`src/rtl/encoder_pkg.sv`:
```
// Shared types and constants for the matrix encoder sequencer.
// Holds the memory line/address widths, the sequencer state encoding,
// the granted memory request payload and a select-width helper.
package encoder_pkg;

  localparam int unsigned LINE_W = 25;  // 5x5 matrix per memory line
  localparam int unsigned ADDR_W = 7;   // per-unit line address
  localparam int unsigned RND_W  = 5;   // round counter width

  typedef enum logic [2:0] {
    ST_IDLE,
    ST_LAUNCH,
    ST_WAIT,
    ST_ADVANCE,
    ST_FINISH
  } state_e;

  // Request presented to the shared line memory by the granted unit.
  typedef struct packed {
    logic              we;
    logic [ADDR_W:0]   rd_addr;
    logic [ADDR_W:0]   wr_addr;
    logic [LINE_W-1:0] wdata;
  } mem_req_t;

  // Width of a stage index; at least one bit.
  function automatic int unsigned sel_width(input int unsigned n);
    return (n > 1) ? $clog2(n) : 1;
  endfunction

endpackage

```
`src/rtl/encoder_sequencer_if.sv`:
```
// Handshake and memory-port bundle between the encoder sequencer and its
// surroundings (function units, line memory, top-level encoder).
//   master : drives start and per-unit done/we/addr/wdata
//   slave  : the sequencer; drives stage starts, memory port and status
interface encoder_sequencer_if
  import encoder_pkg::*;
#(
  parameter int unsigned NUM_STAGES = 5
);

  logic                         start;
  logic [NUM_STAGES-1:0]        stage_done;
  logic [NUM_STAGES-1:0]        stage_we;
  logic [NUM_STAGES*ADDR_W-1:0] stage_addr;
  logic [NUM_STAGES*LINE_W-1:0] stage_wdata;

  logic [NUM_STAGES-1:0]        stage_start;
  logic [ADDR_W:0]              mem_rd_addr;
  logic [ADDR_W:0]              mem_wr_addr;
  logic                         mem_we;
  logic [LINE_W-1:0]            mem_wdata;
  logic [RND_W-1:0]             round_cnt;
  logic                         busy;
  logic                         result_bank;
  logic                         done;

  modport master (
    output start, stage_done, stage_we, stage_addr, stage_wdata,
    input  stage_start, mem_rd_addr, mem_wr_addr, mem_we, mem_wdata,
           round_cnt, busy, result_bank, done
  );

  modport slave (
    input  start, stage_done, stage_we, stage_addr, stage_wdata,
    output stage_start, mem_rd_addr, mem_wr_addr, mem_we, mem_wdata,
           round_cnt, busy, result_bank, done
  );

endinterface

```
`src/rtl/mem_port_mux.sv`:
```
// Combinational grant mux: routes the selected unit's address, write enable
// and write data to the shared line memory. The read bank is the current
// bank and the write bank is its complement, so each stage consumes the
// previous stage's result. Write enable is suppressed unless granted.
//   sel_i         : active stage index
//   bank_i        : current read bank
//   grant_i       : memory grant (sequencer waiting on the unit)
//   stage_we_i    : per-unit write enables
//   stage_addr_i  : per-unit line addresses, unit k at [k*ADDR_W +: ADDR_W]
//   stage_wdata_i : per-unit write data, unit k at [k*LINE_W +: LINE_W]
//   mem_req_c_o   : granted memory request (combinational)
module mem_port_mux
  import encoder_pkg::*;
#(
  parameter  int unsigned NUM_STAGES = 5,
  localparam int unsigned SEL_W      = sel_width(NUM_STAGES)
) (
  input  logic [SEL_W-1:0]             sel_i,
  input  logic                         bank_i,
  input  logic                         grant_i,
  input  logic [NUM_STAGES-1:0]        stage_we_i,
  input  logic [NUM_STAGES*ADDR_W-1:0] stage_addr_i,
  input  logic [NUM_STAGES*LINE_W-1:0] stage_wdata_i,
  output mem_req_t                     mem_req_c_o
);

  logic [ADDR_W-1:0] addr_c;
  logic              we_c;
  logic [LINE_W-1:0] wdata_c;

  // Loop-based select keeps out-of-range indices (non power-of-two) safe.
  always_comb begin
    addr_c  = '0;
    we_c    = 1'b0;
    wdata_c = '0;
    for (int unsigned k = 0; k < NUM_STAGES; k++) begin
      if (sel_i == SEL_W'(k)) begin
        addr_c  = stage_addr_i[k*ADDR_W +: ADDR_W];
        we_c    = stage_we_i[k];
        wdata_c = stage_wdata_i[k*LINE_W +: LINE_W];
      end
    end
    mem_req_c_o.we      = grant_i & we_c;
    mem_req_c_o.rd_addr = {bank_i, addr_c};
    mem_req_c_o.wr_addr = {~bank_i, addr_c};
    mem_req_c_o.wdata   = wdata_c;
  end

endmodule

```
`src/rtl/encoder_sequencer.sv`:
```
// Round/stage sequencer for the matrix encoder. Runs NUM_STAGES function
// units in fixed order for ROUNDS rounds, grants the shared line memory to
// the active unit and ping-pongs the memory bank after every stage.
//   clk  : clock, rising edge
//   rst  : asynchronous active-low reset
//   bus  : slave side of encoder_sequencer_if
//          in  start, stage_done, stage_we, stage_addr, stage_wdata
//          out stage_start (registered one-hot pulse), mem_rd_addr,
//              mem_wr_addr, mem_we, mem_wdata (granted, combinational),
//              round_cnt, busy, result_bank, done (registered)
module encoder_sequencer
  import encoder_pkg::*;
#(
  parameter  int unsigned NUM_STAGES = 5,
  parameter  int unsigned ROUNDS     = 24,
  localparam int unsigned SEL_W      = sel_width(NUM_STAGES)
) (
  input logic               clk,
  input logic               rst,
  encoder_sequencer_if.slave bus
);

  state_e                state_q, state_d;
  logic [SEL_W-1:0]      sel_q, sel_d;
  logic [RND_W-1:0]      round_q, round_d;
  logic                  bank_q, bank_d;
  logic [NUM_STAGES-1:0] stage_start_q, stage_start_d;
  logic                  busy_q, busy_d;
  logic                  done_q, done_d;
  logic                  result_bank_q, result_bank_d;
  logic                  sel_done_c;
  logic                  grant_c;
  mem_req_t              mem_req_c;

  function automatic logic [NUM_STAGES-1:0] to_onehot(input logic [SEL_W-1:0] s);
    logic [NUM_STAGES-1:0] oh;
    oh = '0;
    for (int unsigned k = 0; k < NUM_STAGES; k++) oh[k] = (s == SEL_W'(k));
    return oh;
  endfunction

  // Only the selected unit's done bit is ever observed.
  assign sel_done_c = |(bus.stage_done & to_onehot(sel_q));
  assign grant_c    = (state_q == ST_WAIT);

  // State and counter registers.
  always_ff @(posedge clk or negedge rst) begin
    if (!rst) begin
      state_q       <= ST_IDLE;
      sel_q         <= '0;
      round_q       <= '0;
      bank_q        <= 1'b0;
      stage_start_q <= '0;
      busy_q        <= 1'b0;
      done_q        <= 1'b0;
      result_bank_q <= 1'b0;
    end else begin
      state_q       <= state_d;
      sel_q         <= sel_d;
      round_q       <= round_d;
      bank_q        <= bank_d;
      stage_start_q <= stage_start_d;
      busy_q        <= busy_d;
      done_q        <= done_d;
      result_bank_q <= result_bank_d;
    end
  end

  // Next-state and registered-output logic.
  always_comb begin
    state_d       = state_q;
    sel_d         = sel_q;
    round_d       = round_q;
    bank_d        = bank_q;
    result_bank_d = result_bank_q;

    unique case (state_q)
      ST_IDLE: begin
        if (bus.start) begin
          sel_d   = '0;
          round_d = '0;
          bank_d  = 1'b0;
          state_d = ST_LAUNCH;
        end
      end
      ST_LAUNCH: state_d = ST_WAIT;
      ST_WAIT: begin
        if (sel_done_c) state_d = ST_ADVANCE;
      end
      ST_ADVANCE: begin
        bank_d = ~bank_q;
        if (sel_q < SEL_W'(NUM_STAGES - 1)) begin
          sel_d   = sel_q + SEL_W'(1);
          state_d = ST_LAUNCH;
        end else if (round_q < RND_W'(ROUNDS - 1)) begin
          sel_d   = '0;
          round_d = round_q + RND_W'(1);
          state_d = ST_LAUNCH;
        end else begin
          result_bank_d = ~bank_q;
          state_d       = ST_FINISH;
        end
      end
      ST_FINISH: state_d = ST_IDLE;
      default:   state_d = ST_IDLE;
    endcase

    // Outputs registered from the next state so they align with it.
    stage_start_d = (state_d == ST_LAUNCH) ? to_onehot(sel_d) : '0;
    busy_d        = (state_d != ST_IDLE);
    done_d        = (state_d == ST_FINISH);
  end

  mem_port_mux #(
    .NUM_STAGES (NUM_STAGES)
  ) u_mem_port_mux (
    .sel_i         (sel_q),
    .bank_i        (bank_q),
    .grant_i       (grant_c),
    .stage_we_i    (bus.stage_we),
    .stage_addr_i  (bus.stage_addr),
    .stage_wdata_i (bus.stage_wdata),
    .mem_req_c_o   (mem_req_c)
  );

  assign bus.stage_start = stage_start_q;
  assign bus.mem_rd_addr = mem_req_c.rd_addr;
  assign bus.mem_wr_addr = mem_req_c.wr_addr;
  assign bus.mem_we      = mem_req_c.we;
  assign bus.mem_wdata   = mem_req_c.wdata;
  assign bus.round_cnt   = round_q;
  assign bus.busy        = busy_q;
  assign bus.result_bank = result_bank_q;
  assign bus.done        = done_q;

endmodule

```
`src/flat_wrapper.sv`:
```
// flat-port wrapper written by rule: the top's interface ports become plain ports
module encoder_sequencer_flat import encoder_pkg::*;
#(
  parameter  int unsigned NUM_STAGES = 5,
  parameter  int unsigned ROUNDS     = 24,
  localparam int unsigned SEL_W      = sel_width(NUM_STAGES)
)
  (clk, rst, bus_start, bus_stage_done, bus_stage_we, bus_stage_addr, bus_stage_wdata, bus_stage_start, bus_mem_rd_addr, bus_mem_wr_addr, bus_mem_we, bus_mem_wdata, bus_round_cnt, bus_busy, bus_result_bank, bus_done);
  encoder_sequencer_if #(.NUM_STAGES(NUM_STAGES)) bus_i ();
  input logic clk;
  input logic rst;
  input wire logic [$bits(bus_i.start)-1:0] bus_start;
  input wire logic [$bits(bus_i.stage_done)-1:0] bus_stage_done;
  input wire logic [$bits(bus_i.stage_we)-1:0] bus_stage_we;
  input wire logic [$bits(bus_i.stage_addr)-1:0] bus_stage_addr;
  input wire logic [$bits(bus_i.stage_wdata)-1:0] bus_stage_wdata;
  output wire logic [$bits(bus_i.stage_start)-1:0] bus_stage_start;
  output wire logic [$bits(bus_i.mem_rd_addr)-1:0] bus_mem_rd_addr;
  output wire logic [$bits(bus_i.mem_wr_addr)-1:0] bus_mem_wr_addr;
  output wire logic [$bits(bus_i.mem_we)-1:0] bus_mem_we;
  output wire logic [$bits(bus_i.mem_wdata)-1:0] bus_mem_wdata;
  output wire logic [$bits(bus_i.round_cnt)-1:0] bus_round_cnt;
  output wire logic [$bits(bus_i.busy)-1:0] bus_busy;
  output wire logic [$bits(bus_i.result_bank)-1:0] bus_result_bank;
  output wire logic [$bits(bus_i.done)-1:0] bus_done;
  assign bus_i.start = bus_start;
  assign bus_i.stage_done = bus_stage_done;
  assign bus_i.stage_we = bus_stage_we;
  assign bus_i.stage_addr = bus_stage_addr;
  assign bus_i.stage_wdata = bus_stage_wdata;
  assign bus_stage_start = bus_i.stage_start;
  assign bus_mem_rd_addr = bus_i.mem_rd_addr;
  assign bus_mem_wr_addr = bus_i.mem_wr_addr;
  assign bus_mem_we = bus_i.mem_we;
  assign bus_mem_wdata = bus_i.mem_wdata;
  assign bus_round_cnt = bus_i.round_cnt;
  assign bus_busy = bus_i.busy;
  assign bus_result_bank = bus_i.result_bank;
  assign bus_done = bus_i.done;
  encoder_sequencer #(.NUM_STAGES(NUM_STAGES), .ROUNDS(ROUNDS)) u_core (.clk(clk), .rst(rst), .bus(bus_i));
endmodule
```
`config.mk`:
```
export PLATFORM = sky130hd
export DESIGN_NAME = encoder_sequencer_flat
export DESIGN_NICKNAME = d
export VERILOG_FILES = /design/src/rtl/encoder_pkg.sv /design/src/rtl/encoder_sequencer_if.sv /design/src/rtl/mem_port_mux.sv /design/src/rtl/encoder_sequencer.sv /design/src/flat_wrapper.sv
export SDC_FILE = /design/constraint.sdc
export NUM_CORES = 1
export LEC_CHECK = 0
export ABC_AREA = 1
export CAP_MARGIN = 15
export CORE_MARGIN = 1
export CORE_UTILIZATION = 31
export DETAILED_ROUTE_END_ITERATION = 10
export PLACE_DENSITY = 0.86
export SYNTH_ARGS = -nofsm -noshare
export SYNTH_HDL_FRONTEND = slang
export SYNTH_SLANG_ARGS = --single-unit
```
`constraint.sdc`:
```
create_clock -name clk -period 2.2 [get_ports clk]
set_input_delay 0.44 -clock clk [delete_from_list [all_inputs] [get_ports clk]]
set_output_delay 0.44 -clock clk [all_outputs]
set_load 0.05 [all_outputs]
```
# Word level (Yosys, flattened, before mapping)
# Cells that the tools add are included.
[totals]
regBits = 20
in_bits = 173
out_inout_bits = 55
[classes]
add_sub_neg = 2
order_cmp = 2
n_eq_ne = 16
muxes = 31
bitwise_logic = 5
reduce_logical = 9
[op_table]
columns = ["operator", "n"]
rows = [
  ["2-to-1 mux 25 bit", 5],
  ["2-to-1 mux 7 bit", 5],
  ["2-to-1 mux 3 bit", 7],
  ["2-to-1 mux 5 bit", 4],
  ["== test 3 x 2 -> 1 bit, second input constant", 6],
  ["== test 3 x 1 -> 1 bit, second input constant", 4],
  ["one-hot mux 3 bit (4 select lines)", 1],
  ["one-hot mux 5 bit (2 select lines)", 1],
  ["== test 3 bit, second input constant", 3],
  ["zero test 3 bit", 3],
  ["2-to-1 mux 1 bit", 6],
  ["one-hot mux 3 bit (2 select lines)", 1],
  ["adder 5 x 1 -> 5 bit, second input constant", 1],
  ["AND 5 bit", 1],
  ["less-than comparator 5 bit, second input constant", 1],
  ["OR reduction 5 bit", 1],
  ["inequality test 2 bit, second input constant", 2],
  ["AND reduction 4 bit", 1],
  ["adder 3 x 1 -> 3 bit, second input constant", 1],
  ["less-than comparator 3 bit, second input constant", 1],
  ["inverter 1 bit", 3],
  ["AND reduction 3 bit", 1],
  ["nonzero test 3 bit", 1],
  ["inequality test 2 x 1 -> 1 bit, second input constant", 1],
  ["4 further kinds", 4],
]

# Longest topological paths before layout
[logic_depth]
ltp_word = 7
depth_mapped = 12

# Hierarchy
# Synthesis repeated with hierarchy kept, for this count alone.
[unflattened]
hier_cells = 457
area_unflattened_um2 = 2538.7
[modules_own_cells]
columns = ["module", "instances", "cells_each", "area_per_inst_um2", "seq_area_each_um2"]
rows = [
  ["mem_port_mux", 1, 334, 1498.9, 0.0],
  ["encoder_sequencer", 1, 123, 1039.7, 500.5],
]

# Least setup slack after synthesis
# No wires, ideal clock.
[synth_path]
path_kind = "reg2out"
from = "register u_core.sel_q[1]"
to = "output port bus_mem_we"
t_arrival_ns = 2.084
required_time_ns = 1.760
slack_ns = -0.324
stages_incl_launch_ff = 10
path_cell_list = "dfrtp_1 > inv_1 > ha_1 > inv_1 > nor2_2 > buf_2 > a22oi_1 > nand2_1 > nand3_1 > a21oi_1"
[synth_between]
elab_chain_len = 7
word_cells_on_any_way = 11
[synth_rtl]
columns = ["item", "line", "rtl"]
rows = [
  ["from (decl)", "encoder_sequencer.sv:24", "logic [SEL_W-1:0] sel_q, sel_d;"],
  ["from (signal assigned)", "encoder_sequencer.sv:59", "sel_q <= sel_d;"],
  ["zero test 3 bit", "mem_port_mux.sv:37", "if (sel_i == SEL_W'(k)) begin"],
  ["2-to-1 mux 1 bit (4 in a row)", "mem_port_mux.sv:37", ""],
  ["2-to-1 mux 1 bit *", "mem_port_mux.sv:37", ""],
  ["AND 1 bit *", "mem_port_mux.sv:43", "mem_req_c_o.we = grant_i & we_c;"],
  ["to (decl)", "flat_wrapper.sv:20", "output wire logic [$bits(bus_i.mem_we)-1:0] bus_mem_we;"],
]
# Mark *: on every way between the ends. The rest lies on a longest branch, timed or not.

# Worst setup path after layout
[layout_path]
from = "register u_core.sel_q[0]"
to = "output port bus_mem_wdata[2]"
[layout_between]
elab_chain_len = 6
word_cells_on_any_way = 10
[layout_rtl]
columns = ["item", "line", "rtl"]
rows = [
  ["zero test 3 bit", "mem_port_mux.sv:37", ""],
  ["2-to-1 mux 25 bit (4 in a row)", "mem_port_mux.sv:37", ""],
  ["2-to-1 mux 25 bit *", "mem_port_mux.sv:37", ""],
  ["to (decl)", "flat_wrapper.sv:21", "output wire logic [$bits(bus_i.mem_wdata)-1:0] bus_mem_wdata;"],
]
# Marks and branches as above.

==> out/metrics.cfg <==
[grt]
grt_pass1_vias=3576
grt_max_degree=28
grt_pass1_wl_um=18400
gr-usage-all-layers=0.305
antenna_found_initial=2
gr-total-overflow=0

[sta]
clock-skew-final_ns=0.00264
worst_pin_slew_ns=0.558
fmax_ghz=0.409
min_period_ns=2.45
rsz0062_at_grt=yes
slew-limit-headroom=0.627
finalSetupViolations=40
finalHoldViolCount=0
fin_crit_sh=1.11
finalWorstSetupSlack_ns=-0.245
slew_violations=0

[final_layout]
final_cell_mix=clkdlybuf4s50_1 (187), nand2_1 (152), buf_12 (47)
layout_commonest_cell=clkdlybuf4s50_1
final_layout_size_suffix_gt1_frac=0.286
syn2layout_area_growth_pct=149
fin_area_um2=5910
final_nets=798

[min_path]
hp-start=u_core.bus.result_bank
hold_class=flop to flop
min_delay_path_depth=2
hold_end=u_core.bus.result_bank

[logic_synthesis]
yosys.area_share.simple=0.425
syn_area_per_cell_um2=6.18
yosysSeqAreaShare=0.211
yosys_warnings=0
syn_inst=384
syn_nets=562
synth-compound-area-share=0.200
synth_seq_cells=20
synth_area_um2=2370
synth_cell_types=32
synth_mux_area_frac=0
synthAdderAreaFrac=0.0264
synth_top_family_by_area=simple AND/OR/NAND/NOR gates
synth_xor_area_frac=0.00369

[route]
first_iter_violations=174
drt_first_pass_iters=5
routed_wl_um=13500
wl_per_cell_um=18.8
vias_per_cell=5.22
vias=3754
drc=0
ant_nets=0

[critical_path]
cp.required_ns=1.76
reg2reg_depth=13
worst_r2r_endpoint=u_core.bus.busy
arrival_ns=2.01
crit_chain=buf_6, ha_4, inv_2, nor2_4, buf_4, clkbuf_16, a22oi_1, o21ai_1, nand2_1, nand3_2, buf_12
crit_slowest_cell=dfrtp_1
cp_num_buf_inv=5
worstSetupPathType=flop to primary output
cp-start-kind=flop
crit_fanout=10
timing.critical_path.slowest_cell_delay_ns=0.42
cpLargestDelayFamily=buffers and inverters
reg2reg_setup_slack_ns=0.40
timing.rr.start=u_core.sel_q[0]
endpoint_kind=primary output

[place]
post-place-ws_ns=-0.0123
portBuffers=227
placed_area_um2=5220
hpwl_um=9620
place_congestion=0.920

[floorplanning]
dieArea_um2=8010
initial_utilization=0.324
die_w_um=89.5
dieHeight_um=89.5
fp.coreArea_um2=7330
placementRows=31
pin_count=228

[pwr]
p_leak_nw=2.56
peakVddDrop_mv=1.05
pwr_density_cell_nw_per_um2=1650

[cts]
cts_buffers=3
cts_tree=done
clockBufferDepth=2
clkLatencyLatePin_ns=0.26
clock-sinks=20
path_clk_slew_ns=0.07
cts_root_buffer=clkbuf_8
cts.htree.levels=1

[flow_run]
maxCapViolCount=0

[outcome]
outcome=finished, violations left
violations=setup timing

-- cells by family after synthesis --
logic type               count (synthesis)
AO/OA/AOI/OAI                           76
flip-flops                              20
AND/OR/NAND/NOR                        226
adder cells (fa/ha/maj)                  5
XOR/XNOR                                 1
buffers and inverters                   56
-- tightest hold or removal path, cell delays in order (launching register included) --
cell and delay, ns:
dfrtp_1 0.35, nand2_1 0.05, o21ai_0 0.06
-- through the flow --
step	utilization	instances	hold WS, ns	power (mW)	TNS, ns
after floorplan	-	384	0.144	4.90	-0.0698
after global placement	0.712	694	0.480	8.12	0
after detailed placement	0.712	694	0.481	8.26	-0.0245
after CTS	0.776	711	0.498	9.25	-4.53
after global routing	0.806	717	0.528	10.1	-10.07
final	0.806	719	0.497	9.74	-6.56
-- power by group --
group          switching (mW)  internal [mW]
clock                   0.114          0.122
combinational            4.85           4.07
sequential              0.105          0.472
-- how the worst max path moves through the flow --
stage	from	end	slack (ns)	depth (start not counted)
2_1_floorplan	u_core.sel_q[1]	bus_mem_we	-0.07	9
3_3_place_gp	u_core.sel_q[0]	bus_mem_wr_addr[5]	0.08	10
3_5_place_dp	u_core.sel_q[0]	bus_mem_rd_addr[5]	-0.01	10
4_1_cts	u_core.sel_q[1]	bus_mem_we	-0.16	11
5_1_grt	u_core.sel_q[0]	bus_mem_wdata[10]	-0.33	11
6_report	u_core.sel_q[0]	bus_mem_wdata[2]	-0.25	11
-- final cells by class --
class,instances,area (um^2)
flip-flops and latches,20,502
multi-input cells,308,1990
clock buffers,3,41.3
fillers,421,1420
well taps,99,124
inverters,26,105
diodes,2,5.00
repair buffers,261,3150
-- flip-flops by register name, indices dropped and copies added, names as in the netlist --
signal,cells
u_core.state_q,3
u_core.bus.busy,1
u_core.bus.result_bank,1
u_core.bank_q,1
u_core.bus.stage_start,5
u_core.sel_q,3
u_core.bus.done,1
u_core.bus.round_cnt,5
-- metal layers --
layer  share of wire  GRT usage  vias to the layer above
met5               0          0                        -
met4           0.034     0.0895                        0
met3            0.11     0.0914                       46
met2            0.50      0.536                      224
met1            0.36      0.358                     1733
li1                -          -                     1751
-- repair_timing --
| item | CTS | global route |
|---|---|---|
| cloned | 4 | 4 |
| endpoints found under the setup margin | 40 | 40 |
| gates resized for setup | 64 | 28 |
| hold buffers | 0 | 0 |
| setup buffers | 11 | 4 |
| pin swaps | 11 | 16 |
-- synthesized netlist by cell type, drive strengths merged --
| cell type | instances | area [um^2] |
|---|---|---|
| nand2 | 165 | 657 |
| nand3 | 40 | 200 |
| o21ai | 37 | 185 |
| a22oi | 34 | 255 |
| inv | 26 | 103 |
| buf | 25 | 195 |
| dfrtp | 20 | 500 |
| nor2 | 14 | 88.8 |
| clkbuf | 5 | 20.0 |
| ha | 5 | 62.6 |
| nand4 | 5 | 52.6 |
| a21oi | 3 | 18.8 |
| nor3 | 1 | 5.00 |
| o21a | 1 | 7.51 |
| o21bai | 1 | 7.51 |
| or2 | 1 | 6.26 |
| xor2 | 1 | 8.76 |
Note: power is estimated with default switching activity, not from simulation.
